**src/rtl/mini_src_control_unit.sv**
```systemverilog
// Hardwired control sequencer for the Mini SRC single-bus datapath.
// Shared fetch in T0-T2, opcode-specific execute in T3-T7, memory steps stretched by mem_ready.
module mini_src_control_unit #(
  parameter int unsigned    OPW    = 5,
  parameter logic [OPW-1:0] ADD_OP = OPW'(5'b00011)
) (
  input  logic           clk,
  input  logic           clr,
  input  logic [OPW-1:0] ir_opcode,
  input  logic           mem_ready,
  output logic           PCout,
  output logic           ZLowOut,
  output logic           MDRout,
  output logic           BAout,
  output logic           Cout,
  output logic           Rout,
  output logic           MARin,
  output logic           PCin,
  output logic           MDRin,
  output logic           IRin,
  output logic           Yin,
  output logic           Zin,
  output logic           Rin,
  output logic           IncPC,
  output logic           Read,
  output logic           Write,
  output logic           MDRread,
  output logic           Gra,
  output logic           Grb,
  output logic           Grc,
  output logic [OPW-1:0] alu_op,
  output logic           run,
  output logic           illegal,
  output logic [3:0]     state
);

  typedef enum logic [3:0] {
    StRst  = 4'd0,
    StT0   = 4'd1,
    StT1   = 4'd2,
    StT2   = 4'd3,
    StT3   = 4'd4,
    StT4   = 4'd5,
    StT5   = 4'd6,
    StT6   = 4'd7,
    StT7   = 4'd8,
    StHalt = 4'd9
  } state_e;

  typedef enum logic [2:0] {
    ClLd,
    ClLdi,
    ClSt,
    ClAluR,
    ClAluI,
    ClNop,
    ClHalt,
    ClBad
  } op_class_e;

  function automatic op_class_e classify(input logic [OPW-1:0] op);
    op_class_e cls;
    cls = ClBad;
    if (op == OPW'(0)) begin
      cls = ClLd;
    end else if (op == OPW'(1)) begin
      cls = ClLdi;
    end else if (op == OPW'(2)) begin
      cls = ClSt;
    end else if (op >= OPW'(3) && op <= OPW'(11)) begin
      cls = ClAluR;
    end else if (op >= OPW'(12) && op <= OPW'(14)) begin
      cls = ClAluI;
    end else if (op == OPW'(26)) begin
      cls = ClNop;
    end else if (op == OPW'(27)) begin
      cls = ClHalt;
    end
    return cls;
  endfunction

  state_e         state_q, state_d;
  logic [OPW-1:0] op_q, op_d;
  logic           illegal_q, illegal_d;
  logic           fetch_wait_q, fetch_wait_d;
  op_class_e      cls;

  // T3 decodes the live IR; later steps use the copy latched on leaving T3.
  assign cls = classify((state_q == StT3) ? ir_opcode : op_q);

  always_comb begin
    state_d      = state_q;
    op_d         = op_q;
    illegal_d    = illegal_q;
    fetch_wait_d = 1'b0;
    case (state_q)
      StRst: state_d = StT0;
      StT0:  state_d = StT1;
      StT1: begin
        if (mem_ready) begin
          state_d = StT2;
        end else begin
          fetch_wait_d = 1'b1;
        end
      end
      StT2: state_d = StT3;
      StT3: begin
        op_d = ir_opcode;
        case (cls)
          ClLd, ClLdi, ClSt, ClAluR, ClAluI: state_d = StT4;
          ClHalt: state_d = StHalt;
          ClNop:  state_d = StT0;
          default: begin
            illegal_d = 1'b1;
            state_d   = StT0;
          end
        endcase
      end
      StT4: state_d = StT5;
      StT5: state_d = (cls == ClLd || cls == ClSt) ? StT6 : StT0;
      StT6: begin
        if (cls == ClSt || mem_ready) begin
          state_d = StT7;
        end
      end
      StT7: begin
        if (cls == ClLd || mem_ready) begin
          state_d = StT0;
        end
      end
      StHalt:  state_d = StHalt;
      default: state_d = StRst;
    endcase
  end

  always_ff @(posedge clk or negedge clr) begin
    if (!clr) begin
      state_q      <= StRst;
      op_q         <= '0;
      illegal_q    <= 1'b0;
      fetch_wait_q <= 1'b0;
    end else begin
      state_q      <= state_d;
      op_q         <= op_d;
      illegal_q    <= illegal_d;
      fetch_wait_q <= fetch_wait_d;
    end
  end

  always_comb begin
    PCout   = 1'b0;
    ZLowOut = 1'b0;
    MDRout  = 1'b0;
    BAout   = 1'b0;
    Cout    = 1'b0;
    Rout    = 1'b0;
    MARin   = 1'b0;
    PCin    = 1'b0;
    MDRin   = 1'b0;
    IRin    = 1'b0;
    Yin     = 1'b0;
    Zin     = 1'b0;
    Rin     = 1'b0;
    IncPC   = 1'b0;
    Read    = 1'b0;
    Write   = 1'b0;
    MDRread = 1'b0;
    Gra     = 1'b0;
    Grb     = 1'b0;
    Grc     = 1'b0;
    alu_op  = '0;
    run     = (state_q != StHalt);
    illegal = illegal_q;
    state   = state_q;
    case (state_q)
      StT0: begin
        PCout = 1'b1;
        MARin = 1'b1;
        IncPC = 1'b1;
        Zin   = 1'b1;
      end
      StT1: begin
        ZLowOut = 1'b1;
        PCin    = !fetch_wait_q;  // PC updates only once even if the read stalls
        Read    = 1'b1;
        MDRread = 1'b1;
        MDRin   = 1'b1;
      end
      StT2: begin
        MDRout = 1'b1;
        IRin   = 1'b1;
      end
      StT3: begin
        case (cls)
          ClLd, ClLdi, ClSt: begin
            Grb   = 1'b1;
            BAout = 1'b1;
            Yin   = 1'b1;
          end
          ClAluR, ClAluI: begin
            Grb  = 1'b1;
            Rout = 1'b1;
            Yin  = 1'b1;
          end
          default: ;
        endcase
      end
      StT4: begin
        Zin = 1'b1;
        case (cls)
          ClLd, ClLdi, ClSt: begin
            Cout   = 1'b1;
            alu_op = ADD_OP;
          end
          ClAluR: begin
            Grc    = 1'b1;
            Rout   = 1'b1;
            alu_op = op_q;
          end
          ClAluI: begin
            Cout   = 1'b1;
            alu_op = op_q;
          end
          default: Zin = 1'b0;
        endcase
      end
      StT5: begin
        ZLowOut = 1'b1;
        if (cls == ClLd || cls == ClSt) begin
          MARin = 1'b1;
        end else begin
          Gra = 1'b1;
          Rin = 1'b1;
        end
      end
      StT6: begin
        MDRin = 1'b1;
        if (cls == ClSt) begin
          Gra  = 1'b1;
          Rout = 1'b1;
        end else begin
          Read    = 1'b1;
          MDRread = 1'b1;
        end
      end
      StT7: begin
        if (cls == ClSt) begin
          Write = 1'b1;
        end else begin
          MDRout = 1'b1;
          Gra    = 1'b1;
          Rin    = 1'b1;
        end
      end
      default: ;
    endcase
  end

  a_single_bus_driver: assert property (@(posedge clk) disable iff (!clr)
    $onehot0({PCout, ZLowOut, MDRout, BAout, Cout, Rout}));

endmodule

```
**config.mk**
```make
export PLATFORM = sky130hd
export DESIGN_NAME = mini_src_control_unit
export DESIGN_NICKNAME = d
export VERILOG_FILES = /design/src/rtl/mini_src_control_unit.sv
export SDC_FILE = /design/constraint.sdc
export NUM_CORES = 1
export LEC_CHECK = 0
export ABC_AREA = 1
export BUFFER_PORTS_ARGS = -buffer_cell sky130_fd_sc_hd__buf_4
export CAP_MARGIN = 20
export CORE_ASPECT_RATIO = 0.8
export CORE_MARGIN = 2
export CORE_UTILIZATION = 51
export CTS_BUF_LIST = sky130_fd_sc_hd__clkbuf_4 sky130_fd_sc_hd__clkbuf_8
export DETAILED_ROUTE_END_ITERATION = 6
export PLACE_DENSITY = 0.83
export SYNTH_ARGS = -nofsm -noshare
export SYNTH_HDL_FRONTEND = slang
export SYNTH_SLANG_ARGS = --single-unit
```
**constraint.sdc**
```tcl
create_clock -name clk -period 1.8 [get_ports clk]
set_input_delay 0.09 -clock clk [delete_from_list [all_inputs] [get_ports clk]]
set_output_delay 0.09 -clock clk [all_outputs]
set_load 0.03 [all_outputs]
```
==> reports/results.tsv, run 1 <==
stage	metric	value	unit
status	status	aborted with a tool error	
status	haltStage	global routing (5_1_grt)	
status	first-error	[ERROR DPL-0038] Utilization greater than 100%, impossible to legalize	
placed_design	dpl_cell_area	1411	µm²
logic_synthesis	synth_top_area_cell	dfrtp_1	
die	die_w	55.18	µm
logic_synthesis	yosysMostFrequentCell	inv_1	
clocking	numCtsBuffers	3	
clocking	cts.sinks	11	
clocking	htree_levels	1	
die	ios	39	
clocking	root_buffer	clkbuf_4	
die	initial_utilization	55.45	%
placed_design	gp_congestion	0.8972	
logic_synthesis	ys_seq_area_share	25.76	%
global_route	grt_max_degree	12	
logic_synthesis	synth_top_area_share	25.76	%
logic_synthesis	ys_ff_latch	11	
logic_synthesis	netlist_top_cells_count	inv_1 (30), nand2_1 (26), nor2_1 (21)	
sta	endpoint_type	output port	
die	rows	14	
logic_synthesis	synthCells	158	
logic_synthesis	yosysWarningCount	0	
clocking	clk_path_buf_depth	2	
die	die_h	44.94	µm
logic_synthesis	synthTopCellsByArea	dfrtp_1 (26%), inv_1 (11%), nand2_4 (11%)	
sta	grt-worst-endpoint	alu_op[0]	
logic_synthesis	synth_edf_count	0	
placed_design	portBuffers	37	
logic_synthesis	async_flop_share	100.0	%
logic_synthesis	ys_types	21	
logic_synthesis	synth.avg_cell_area	6.763	µm²
logic_synthesis	synth_nets	166	
logic_synthesis	synth_top_flop_cell	dfrtp_1	
placed_design	dp.final_hpwl	2503	µm
logic_synthesis	synth_area	1069	µm²
stage by stage:
step	util (%)	setup TNS (ns)	hold slack, ns	std cells	worst slack, ns
detailed placement	73.25	-0.1845	-0.06429	222	-0.05593
CTS	85.45	-3.974	0.1076	239	-0.2868
global placement	73.25	0	-0.06130	222	0.02203
floorplan	-	-0.01103	-0.2056	158	-0.01103
cells by family after synthesis:
family / Yosys count / synth area share [%]
other cells: 1 / 0.3510
flops: 11 / 25.76
buf+inv: 38 / 16.28
simple gates: 101 / 52.93
compound gates: 7 / 4.683
timing repair:
action	CTS
hold endpoints to repair	12
endpoints found under the setup margin	18
gates resized for setup	20
pin swaps	5
buffers inserted	10
hold buffers	2
cloned	1
==> inputs of run 2 (changes only) <==
Settings changed: CORE_AREA set to 2 2 63 65, CORE_ASPECT_RATIO 0.8 to unset, CORE_MARGIN 2 to unset, CORE_UTILIZATION 51 to unset, CTS_BUF_LIST sky130_fd_sc_hd__clkbuf_4 sky130_fd_sc_hd__clkbuf_8 to unset, DIE_AREA set to 0 0 65 67, PLACE_DENSITY 0.83 to unset, PLACE_DENSITY_LB_ADDON set to 0.15.
==> run 2 against run 1 <==
Net effect:
- area after synthesis is the same
- synthesized cell count is the same
- the flow now finishes, with violations (negative setup slack)
==> reports/results.tsv, run 2 <==
stage	metric	value	unit
clocking	cts.reportedPaths.clkPinSlew	0.05	ns
drt	avgViaCountPerCell	4.614	
logic_synthesis	netlist_top_cells_count	inv_1 (30), nand2_1 (26), nor2_1 (21)	
critical_path	crit_path_cell_trace	nor2_4 > nand2_8 > buf_6 > nand2_1 > nand2_2 > nand2_4 > nand3_4 > buf_4 > nand3_2 > nand3_1 > buf_6	
critical_path	crit_buf_inv	3	
critical_path	slowest_stage	dfrtp_2	
global_route	grt_use_total	17.57	%
global_route	antenna_found_initial	0	
logic_synthesis	synth_xor_area_share	0	%
logic_synthesis	synth_top_flop_cell	dfrtp_1	
clocking	clk_path_buf_depth	2	
logic_synthesis	synth_top_area_share	25.76	%
logic_synthesis	synth_top_area_cell	dfrtp_1	
sta	drv_slew	0	
drt	wirelength	3768	µm
logic_synthesis	synth_nets	166	
layout	layout_commonest_cell	buf_4	
logic_synthesis	synthSimpleGateAreaFrac	52.93	%
logic_synthesis	async_flop_share	100.0	%
logic_synthesis	ys_ff_latch	11	
sta	rsz0062_at_grt	yes	
logic_synthesis	ys_types	21	
critical_path	worstSetupPathType	register to output port	
status	violations	negative setup slack	
critical_path	max_stage_delay	0.42	ns
die	die_w	65	µm
logic_synthesis	synth_edf_count	0	
logic_synthesis	yosysMostFrequentCell	inv_1	
die	ios	39	
logic_synthesis	synthAdderAreaFrac	0	%
layout	largest_reg_flops	5	
job	maxCapViolCount	0	
critical_path	worstSetupEndpointType	output port	
layout	num_antenna_cells	0	
layout	mostFrequentLayoutCells	buf_4 (46), inv_1 (25), buf_6 (25)	
hold_path	hold_class	input pin to register	
layout	top_register	op_q	
logic_synthesis	synth_compound_area_share	4.684	%
drt	drtAntennaViolNets	0	
global_route	grt_max_degree	12	
clocking	cts.sinks	11	
pwr	power_density	1993	nW/µm²
logic_synthesis	synthTopCellsByArea	dfrtp_1 (26%), inv_1 (11%), nand2_4 (11%)	
drt	dr.pass1.iters	4	
critical_path	r2r_cells	14	
layout	finalNonFillerCells	277	
layout	syn2layout_area_growth	84.31	%
logic_synthesis	synthCells	158	
critical_path	worstPathArrival	2.01	ns
sta	setup_viol	23	
pwr	p_leak	1.038	nW
sta	min_period_over_period	116.4	%
layout	finish.utilization	54.61	%
clocking	numCtsBuffers	3	
placed_design	portBuffers	37	
drt	wire_per_inst	13.60	µm
die	core_area	3606	µm²
logic_synthesis	yosysWarningCount	0	
layout	fin_nets	238	
pwr	ir_drop	0.0007821	V
die	initial_utilization	29.63	%
clocking	htree_levels	1	
global_route	grt.overflow.total	0	
sta	finalClockSkew	0.006061	ns
hold_path	whs_path_depth	2	
logic_synthesis	synthMuxAreaShare	0	%
logic_synthesis	ys_seq_area_share	25.76	%
critical_path	crit_top_cell	buf_6	
die	rows	22	
sta	holdWs	0.004007	ns
sta	min_period	2.096	ns
layout	drive_above_1_share	63.76	%
sta	hold_viol_final	0	
die	die_h	67	µm
logic_synthesis	synth_top_family_by_area	simple AND/OR/NAND/NOR gates	
global_route	grt_pass1_vias	1240	
logic_synthesis	synth_area	1069	µm²
critical_path	path_delay_family	simple AND/OR/NAND/NOR gates	
drt	via_count	1278	
clocking	root_buffer	clkbuf_8	
sta	worst_slack	-0.2958	ns
die	fp.dieArea	4355	µm²
clocking	cts_tree	yes	
status	status	complete, but fails checks	
placed_design	dp.final_hpwl	2531	µm
critical_path	path_depth	11	
sta	fmax	477.2	MHz
drt	drc_errors	0	
placed_design	gp_congestion	0.9091	
critical_path	required	1.71	ns
clocking	clk_latency	0.25	ns
logic_synthesis	synth.avg_cell_area	6.763	µm²
drt	drt_iter0_drc	45	
placed_design	dp.cells	248	
global_route	grt_pass1_wl	5899	µm
critical_path	path_max_fanout	7	
critical_path	cp-start-kind	register	
[run 2: cell counts after synthesis]
Identical to the previous run, type by type.
[run 2: what timing repair did]
| action | 4_1_cts | 5_1_grt |
|---|---|---|
| resized for setup | 40 | 29 |
| hold buffers | 1 | 0 |
| endpoints found under the setup margin | 18 | 24 |
| pin swaps | 14 | 7 |
| buffers inserted | 18 | 7 |
| hold endpoints to repair | 11 | 0 |
[run 2: kinds of logic (layout without fill, tap and decap cells)]
kind of cell	after synthesis	count (layout)
other cells	1	1
compound gates	7	7
simple gates	101	101
buf+inv	38	109
flops	11	11
[run 2: where the power goes]
group	switching, mW	internal, mW	total, mW
combinational	1.94	1.28	3.22
clock	0.111	0.153	0.264
sequential	0.0847	0.356	0.441
[run 2: final cells by class]
class	instances	area, µm²
timing repair buffer	72	636.9
clock buffer	3	41.29
fill	322	1637
inverter	33	135.1
clock inverter	1	5.005
multi-input combinational	109	810.8
tap	48	60.06
sequential	11	280.3
[run 2: final timing paths]
path	start	to	slack [ns]
hold / removal	mem_ready	fetch_wait_q	0.004
hold reg to reg	illegal	illegal	0.47
setup / recovery	state[1]	Rout	-0.30
setup reg to reg	state[1]	illegal	-0.16
min in group asynchronous	clr	illegal	0.21
max in group asynchronous	clr	state[0]	1.41
[run 2: per-stage QoR]
step	TNS [ns]	worst slack, ns	total power, mW	area, µm²
floorplan	-0.01103	-0.01103	2.121	1097
global placement	0	0.007759	2.740	1456
detailed placement	0	0.001798	2.745	1456
CTS	-2.639	-0.1812	3.565	1809
global route	-6.111	-0.3671	4.172	1969
finish	-3.872	-0.2958	3.925	1969
[run 2: worst register-to-register path: stages, from the launching register on]
cell	delay (ns)
dfrtp_2	0.42
nor2_4	0.19
nand2_8	0.11
buf_6	0.15
nand2_4	0.08
nand2_8	0.09
inv_8	0.08
buf_4	0.12
nand3_4	0.12
buf_4	0.16
buf_4	0.13
nand3_1	0.07
nor2_1	0.04
nand2_1	0.05
nand2_1	0.04
[run 2: routing by layer]
metal / track usage, % / share of wire [%]
met5: 0 / 0
met3: 3.209 / 6.1
met4: 6.117 / 0.61
met1: 22.60 / 41
met2: 29.38 / 53
No activity file was read; power rests on OpenSTA's default activity.
